$ cat config.mk
export PLATFORM = sky130hd
export DESIGN_NAME = fifo_pkt_writer
export DESIGN_NICKNAME = d
export VERILOG_FILES = /design/src/rtl/fifo_pkt_writer.sv
export SDC_FILE = /design/constraint.sdc
export NUM_CORES = 1
export LEC_CHECK = 0
export BUFFER_PORTS_ARGS = -buffer_cell sky130_fd_sc_hd__buf_2
export CORE_MARGIN = 2
export CORE_UTILIZATION = 61
export CTS_BUF_LIST = sky130_fd_sc_hd__clkbuf_16
export DETAILED_ROUTE_END_ITERATION = 8
export GPL_ROUTABILITY_DRIVEN = 0
export GPL_TIMING_DRIVEN = 0
export PLACE_DENSITY = 0.79
export SYNTH_ARGS = -nofsm -noshare
export SYNTH_HDL_FRONTEND = slang
export SYNTH_SLANG_ARGS = --single-unit
$ cat constraint.sdc
create_clock -name wclk -period 2.28 [get_ports wclk]
set_input_delay 0.342 -clock wclk [delete_from_list [all_inputs] [get_ports wclk]]
set_output_delay 0.342 -clock wclk [all_outputs]
set_load 0.005 [all_outputs]
$ cat src/rtl/fifo_pkt_writer.sv
// rtl/fifo_pkt_writer.sv - store-and-forward packet producer feeding the dual-clock FIFO write port
module fifo_pkt_writer #(
  parameter int DSIZE = 8,
  parameter int PSIZE = 4
) (
  input  logic             wclk,
  input  logic             rrst_n,
  input  logic             s_valid,
  input  logic [DSIZE-1:0] s_data,
  input  logic             s_last,
  output logic             s_ready,
  input  logic             wfull,
  output logic             winc,
  output logic [DSIZE-1:0] wdata,
  output logic             pkt_sent,
  output logic             pkt_drop,
  output logic             busy
);

  localparam logic [PSIZE:0] MAX_PKT = {1'b1, {PSIZE{1'b0}}};

  typedef enum logic [1:0] {FILL, DROP, HDR, PAY} state_t;

  state_t           state;
  logic [PSIZE:0]   cnt;
  logic [PSIZE:0]   len;
  logic [PSIZE-1:0] idx;
  logic [DSIZE-1:0] pkt_buf [MAX_PKT];

  logic accept;
  logic room;
  logic last_pay;

  assign s_ready  = (state == FILL) || (state == DROP);
  assign busy     = (state != FILL);
  assign winc     = ((state == HDR) || (state == PAY)) && !wfull;
  assign accept   = s_valid && s_ready;
  assign room     = (cnt < MAX_PKT);
  assign last_pay = ({1'b0, idx} == (len - 1'b1));

  always_comb begin
    wdata = '0;
    case (state)
      HDR:     wdata = DSIZE'(len);
      PAY:     wdata = pkt_buf[idx];
      default: wdata = '0;
    endcase
  end

  // Payload storage carries no reset; only words below len are ever read.
  always_ff @(posedge wclk) begin
    if (state == FILL && accept && room)
      pkt_buf[cnt[PSIZE-1:0]] <= s_data;
  end

  always_ff @(posedge wclk or negedge rrst_n) begin
    if (!rrst_n) begin
      state    <= FILL;
      cnt      <= '0;
      len      <= '0;
      idx      <= '0;
      pkt_sent <= 1'b0;
      pkt_drop <= 1'b0;
    end else begin
      pkt_sent <= 1'b0;
      pkt_drop <= 1'b0;
      case (state)
        FILL: begin
          if (accept) begin
            if (room) begin
              if (s_last) begin
                len   <= cnt + 1'b1;
                cnt   <= '0;
                state <= HDR;
              end else begin
                cnt <= cnt + 1'b1;
              end
            end else begin
              // Word MAX_PKT+1: the packet is oversize, discard the rest.
              cnt <= '0;
              if (s_last)
                pkt_drop <= 1'b1;
              else
                state <= DROP;
            end
          end
        end
        DROP: begin
          if (accept && s_last) begin
            pkt_drop <= 1'b1;
            state    <= FILL;
          end
        end
        HDR: begin
          if (winc) begin
            idx   <= '0;
            state <= PAY;
          end
        end
        PAY: begin
          if (winc) begin
            if (last_pay) begin
              pkt_sent <= 1'b1;
              idx      <= '0;
              state    <= FILL;
            end else begin
              idx <= idx + 1'b1;
            end
          end
        end
        default: state <= FILL;
      endcase
    end
  end

endmodule

==> run_results.csv, run 1 <==
group,metric,value,unit
synth,ys_ff_latch,146,
synth,yosysWarnings,0,
route,first_pass_iters,6,
clock_tree,clock_path_buffers,2,
worst_setup_path,reg2reg_from,"cnt[4]",
timing,rsz0062_at_grt,"yes",
place,pre_cts_slack,-0.605,ns
worst_setup_path,cp-start-kind,"flip-flop",
route,post-route-drc-count,0,
final_layout,area_growth,22.1,%
worst_setup_path,crit_type,"reg -> out",
route,wire_per_inst,23.5,um
final_layout,fin_area,0.00749,sq mm
route,dr.first_iter.drc_count,435,
synth,synth_edf_count,128,
worst_setup_path,critPathCapture,"wdata[3]",
route,num_vias,3723,
synth,syn_nets,408,
power_and_ir_drop,leakagePower,2.65,nW
timing,finalWorstSetupSlack,-0.149,ns
clock_tree,cts_tree,"yes",
power_and_ir_drop,p_per_area,1130,mW/mm^2
place,portBuffers,25,
synth,yosys.area.top_type,"edfxtp_1",
timing,setup_viol,8,
worst_setup_path,reg2reg_depth,5,
synth,syn-cell-area,0.00613,sq mm
worst_setup_path,cp_max_fo,10,
final_layout,antennaDiodeCount,0,
timing,clock_skew,0.00842,ns
floorplanning,rows,36,
floorplanning,die_w,104,um
run_status,violations,"negative setup slack",
worst_setup_path,endpoint_kind,"output pin",
grt,grt_max_degree,19,
timing,tightest_slew,0.521,ns
floorplanning,core_area,0.00977,sq mm
place,place_area,0.00643,sq mm
grt,grt_pass1_vias,3567,
grt,grt.total_usage,26.0,%
floorplanning,die_height,104,um
synth,synth_area_leaders,"edfxtp_1 (63%), mux2i_1 (7.5%), dfrtp_1 (7.3%), mux4_2 (4.4%), nand2_1 (1.9%)",
timing,period_share,107,%
place,hpwl,7970,um
route,viasPerCell,6.27,
timing,hold_slack,0.197,ns
clock_tree,cts_root_buf,"clkbuf_16",
floorplanning,start_util,62.8,%
route,wl,13900,um
synth,synthArstFlopShare,12.3,%
grt,grt_pass1_wl,20300,um
worst_setup_path,crit_required,1.94,ns
worst_setup_path,r2r_end,"pkt_buf[7][6]",
clock_tree,numCtsBuffers,17,
timing,drv_slew,0,
clock_tree,h-tree-depth,4,
synth,ys_seq_area_share,70.0,%
worst_setup_path,crit_start,"idx[3]",
power_and_ir_drop,ir_drop,0.683,mV
synth,yosysTopAreaCellShare,62.7,%
timing,hold_violations,0,
clock_tree,cts.sinks,146,
hold_path,hold_path.startpoint,"s_last",
grt,grt_overflow,0,
hold_path,hp-class,"in -> reg",
job,maxCapViolCount,0,
run_status,status,"complete, but fails checks",
synth,post_synth_num_cell_types,44,
grt,antenna_found_initial,0,
timing,slew_headroom,65.3,%
final_layout,nNetsFinal,470,
synth,synthesis.instances,389,
timing,fin_crit,2.43,ns
synth,synthFlopType,"edfxtp_1",
clock_tree,clkTransAtPathRegs,0.05,ns
floorplanning,dieArea,0.0109,sq mm
worst_setup_path,cp.arrival,2.09,ns
worst_setup_path,worst-r2r-setup-slack,0.11,ns
route,antenna_left,0,
floorplanning,ioPinCount,26,
timing,fmaxAchievable,412,MHz
clock_tree,clkLatencyLatePin,0.43,ns
synth,syn_area_per_cell,15.8,sq um
final_layout,drive_above_1_share,30.2,%
## per-layer routing
layer / part of all wire [%] / GRT usage [%] / routed length, um / vias to the layer above
met4: 2.4 / 10.8 / 337 / 0
met2: 49 / 40.6 / 6870 / 194
met5: 0 / 0 / 0 / -
li1: - / - / - / 1627
met1: 40 / 34.5 / 5630 / 1868
met3: 7.9 / 7.58 / 1100 / 34
## area by class of cell
cell class | instances | area, sq um
flip-flops and latches | 146 | 4290
fillers | 528 | 2280
multi-input cells | 215 | 1890
clock buffers | 17 | 425
repair buffers | 45 | 394
plain buffers | 18 | 199
well taps | 133 | 166
clock inverters | 12 | 96.3
inverters | 8 | 30.0
## per-stage QoR
step	power, mW	cells	util [%]	TNS (ns)
after floorplan	4.77	389	-	0
after global placement	5.36	547	65.7	-23.16
after detailed placement	5.42	547	65.8	-30.32
after CTS	8.30	584	73.6	-11.89
after global routing	8.79	594	76.7	-1.06
final	8.49	594	76.7	-0.587
## cells by family after synthesis
| logic type | share of synthesized area [%] |
|---|---|
| and+or+nand+nor | 7.61 |
| DFF | 70.0 |
| AOI/OAI and AO/OA | 4.79 |
| adders and majority gates | 1.22 |
| xor gates and xnor gates | 1.28 |
| muxes | 12.5 |
| buffers and inverters | 2.63 |
## where the power goes
part	switching (mW)	leakage, nW	internal [mW]	total [mW]
sequential	0.149	1.38	3.01	3.16
combinational	1.46	1.02	1.39	2.85
clock	1.02	0.250	1.46	2.48
## sequential cells by signal, summed over array words and instances, names as in the netlist
register / flops
pkt_buf: 128
cnt: 5
len: 5
idx: 4
state: 2
pkt_drop: 1
pkt_sent: 1
## critical path, stage by stage, from the launching register on
cell and delay, ns:
dfrtp_1 0.42, clkbuf_4 0.25, nor2_4 0.35, a22oi_1 0.15
a31oi_1 0.21, o21ai_1 0.12, buf_2 0.14
## Yosys cell counts (4+ instances only)
| cell type | n |
|---|---|
| o22ai_1 | 6 |
| nand3_1 | 19 |
| xnor2_1 | 5 |
| xor2_1 | 4 |
| inv_1 | 8 |
| o21ai_0 | 8 |
| nor2_1 | 16 |
| nor2b_1 | 4 |
| nor3_1 | 7 |
| edfxtp_1 | 128 |
| buf_2 | 6 |
| a22oi_1 | 11 |
| mux4_2 | 12 |
| mux2i_1 | 46 |
| ha_1 | 6 |
| a21oi_1 | 12 |
| dfrtp_1 | 18 |
| buf_6 | 5 |
| nand2_1 | 31 |
## what timing repair did
| item | 4_1_cts | 5_1_grt |
|---|---|---|
| buffers inserted | 6 | 11 |
| cloned | 2 | 1 |
| hold endpoints to repair | 18 | 0 |
| hold buffers | 1 | 0 |
| resized for setup | 39 | 36 |
| endpoints found under the setup margin | 136 | 136 |
| pin swaps | 3 | 23 |
## worst min path at each step
stage,endpoint,slack [ns],cells past startpoint
3_5_place_dp,cnt[0],0.30,1
6_report,cnt[3],0.20,2
4_1_cts,cnt[3],0.19,2
3_3_place_gp,cnt[4],0.29,1
5_1_grt,cnt[3],0.21,2
2_1_floorplan,cnt[0],0.05,0
## cells in the final DEF, fill, tap and decap left out, drive strengths merged, types with 9 or more instances in the layout
master	instances
nand2	32
nor2	16
clkinv	9
nand3	19
buf	58
mux4	12
dfrtp	18
clkbuf	21
edfxtp	128
mux2i	46
a22oi	11
a21oi	12
(Power assumes the default switching activity.)
==> run 2, diff against run 1 <==
RECOVER_POWER = 25   (was default)
==> run_results.csv, run 2 (synthesis results as in run 1) <==
group,metric,value,unit
run_status,status,"complete, but fails checks",
run_status,violations,"negative setup slack",
timing,clock_skew,0.00691,ns
grt,grt_pass1_wl,20300,um
route,post-route-drc-count,0,
clock_tree,clkLatencyLatePin,0.43,ns
timing,finalWorstSetupSlack,-0.155,ns
final_layout,nNetsFinal,470,
route,viasPerCell,6.27,
route,wire_per_inst,23.4,um
place,portBuffers,25,
floorplanning,core_area,0.00977,sq mm
route,antenna_left,0,
timing,drv_slew,0,
power_and_ir_drop,p_sw,2.63,mW
timing,setup_viol,8,
clock_tree,cts.sinks,146,
hold_path,hp-class,"in -> reg",
power_and_ir_drop,p_per_area,1130,mW/mm^2
power_and_ir_drop,swShare,31.0,%
final_layout,largest_reg_flops,128,
final_layout,fill_cells,528,
floorplanning,dieArea,0.0109,sq mm
grt,grt_max_degree,19,
worst_setup_path,cp_max_fo,10,
worst_setup_path,slowest_stage,"dfrtp_1",
place,hpwl,7970,um
place,pre_cts_slack,-0.605,ns
power_and_ir_drop,p_comb_share,33.5,%
power_and_ir_drop,internal_power,5.86,mW
timing,fin_crit,2.43,ns
clock_tree,cts_root_buf,"clkbuf_16",
clock_tree,clkTransAtPathRegs,0.05,ns
clock_tree,numCtsBuffers,17,
timing,fmaxAchievable,411,MHz
worst_setup_path,max_stage_delay,0.42,ns
route,wl,13900,um
job,maxCapViolCount,0,
final_layout,area_growth,22.0,%
final_layout,final_common_cell,"edfxtp_1",
grt,grt_overflow,0,
worst_setup_path,path_cells,"clkbuf_4, nor2_4, a22oi_1, a31oi_1, o21ai_1, buf_2",
timing,slew_headroom,55.2,%
timing,hold_violations,0,
timing,tightest_slew,0.673,ns
floorplanning,ioPinCount,26,
floorplanning,die_w,104,um
final_layout,layout_common_cells,"edfxtp_1 (128), mux2i_1 (41), nand2_1 (28)",
power_and_ir_drop,ir_drop,0.684,mV
place,place_inst,547,
route,first_pass_iters,5,
worst_setup_path,cp-start-kind,"flip-flop",
final_layout,final_cells,594,
clock_tree,h-tree-depth,4,
power_and_ir_drop,clockPowerShare,29.2,%
worst_setup_path,crit_family,"compound AO/OA/AOI/OAI gates",
final_layout,drive_above_1_share,29.1,%
worst_setup_path,critPathBufInv,2,
worst_setup_path,cp.arrival,2.09,ns
power_and_ir_drop,leakagePower,2.64,nW
floorplanning,rows,36,
clock_tree,clock_path_buffers,2,
clock_tree,cts_tree,"yes",
floorplanning,die_height,104,um
route,num_vias,3725,
grt,antenna_found_initial,0,
worst_setup_path,crit_required,1.94,ns
grt,grt.total_usage,26.0,%
final_layout,final_core_util,76.6,%
final_layout,antennaDiodeCount,0,
power_and_ir_drop,power,8.49,mW
route,dr.first_iter.drc_count,414,
worst_setup_path,crit_type,"reg -> out",
grt,grt_pass1_vias,3567,
power_and_ir_drop,p_seq_share,37.2,%
floorplanning,start_util,62.8,%
timing,period_share,107,%
timing,rsz0062_at_grt,"yes",
worst_setup_path,endpoint_kind,"output pin",
==> run 2: per-layer routing <==
layer	vias to the layer above	GRT usage (%)	wire length [um]
li1	1624	-	-
met1	1854	34.5	5590
met2	212	40.6	6810
met3	35	7.58	1130
met4	0	10.8	367
met5	-	0	0
==> run 2: cell type report <==
type / count / area [sq um] / share of cell area [%]
sequential: 146 / 4290 / 57.4
multi-input combinational: 215 / 1890 / 25.2
clock buffer: 17 / 425 / 5.68
timing repair buffer: 45 / 388 / 5.18
buffer: 18 / 199 / 2.66
tap: 133 / 166 / 2.22
clock inverter: 12 / 96.3 / 1.29
inverter: 8 / 30.0 / 0.401
==> run 2: what timing repair did <==
action,in CTS,in global routing
buffers inserted,6,11
hold endpoints to repair,18,0
pin swaps,3,23
resized for setup,39,36
gates cloned,2,1
setup endpoints to repair,136,136
hold buffers,1,0
==> run 2: path summary, 6_finish.rpt <==
check	from	to	slack, ns	depth (start not counted)
hold / removal	s_last	cnt[3]	0.20	2
setup / recovery	idx[3]	wdata[3]	-0.15	6
max in group asynchronous	rrst_n	idx[1]	1.60	2
min in group asynchronous	rrst_n	cnt[1]	0.38	2
setup reg to reg	cnt[4]	pkt_buf[7][6]	0.12	5
hold reg to reg	len[4]	len[4]	0.56	2
==> run 2: per-stage QoR <==
step,setup TNS [ns],cell area [sq um],hold slack (ns)
global route,-1.06,7490,0.205
finish,-0.563,7490,0.198
CTS,-11.89,7200,0.192
floorplan,0,6130,0.0464
global placement,-23.16,6430,0.287
detailed placement,-30.32,6430,0.295
==> run 2: worst register-to-register path, cell delays in order (launching register included) <==
cell      delay, ns
dfrtp_1        0.35
clkbuf_1       0.22
nor4b_4        0.31
buf_4          0.19
nand2_1        0.31
nor2_4         0.44
==> run 2: power by group through the flow <==
stage	combinational [mW]	clock, mW	sequential (mW)
6_report	2.85	2.48	3.16
5_1_grt	3.02	2.59	3.18
4_1_cts	2.69	2.48	3.13
3_5_place_dp	2.24	0	3.18
3_3_place_gp	2.18	0	3.17
2_1_floorplan	1.62	0	3.15
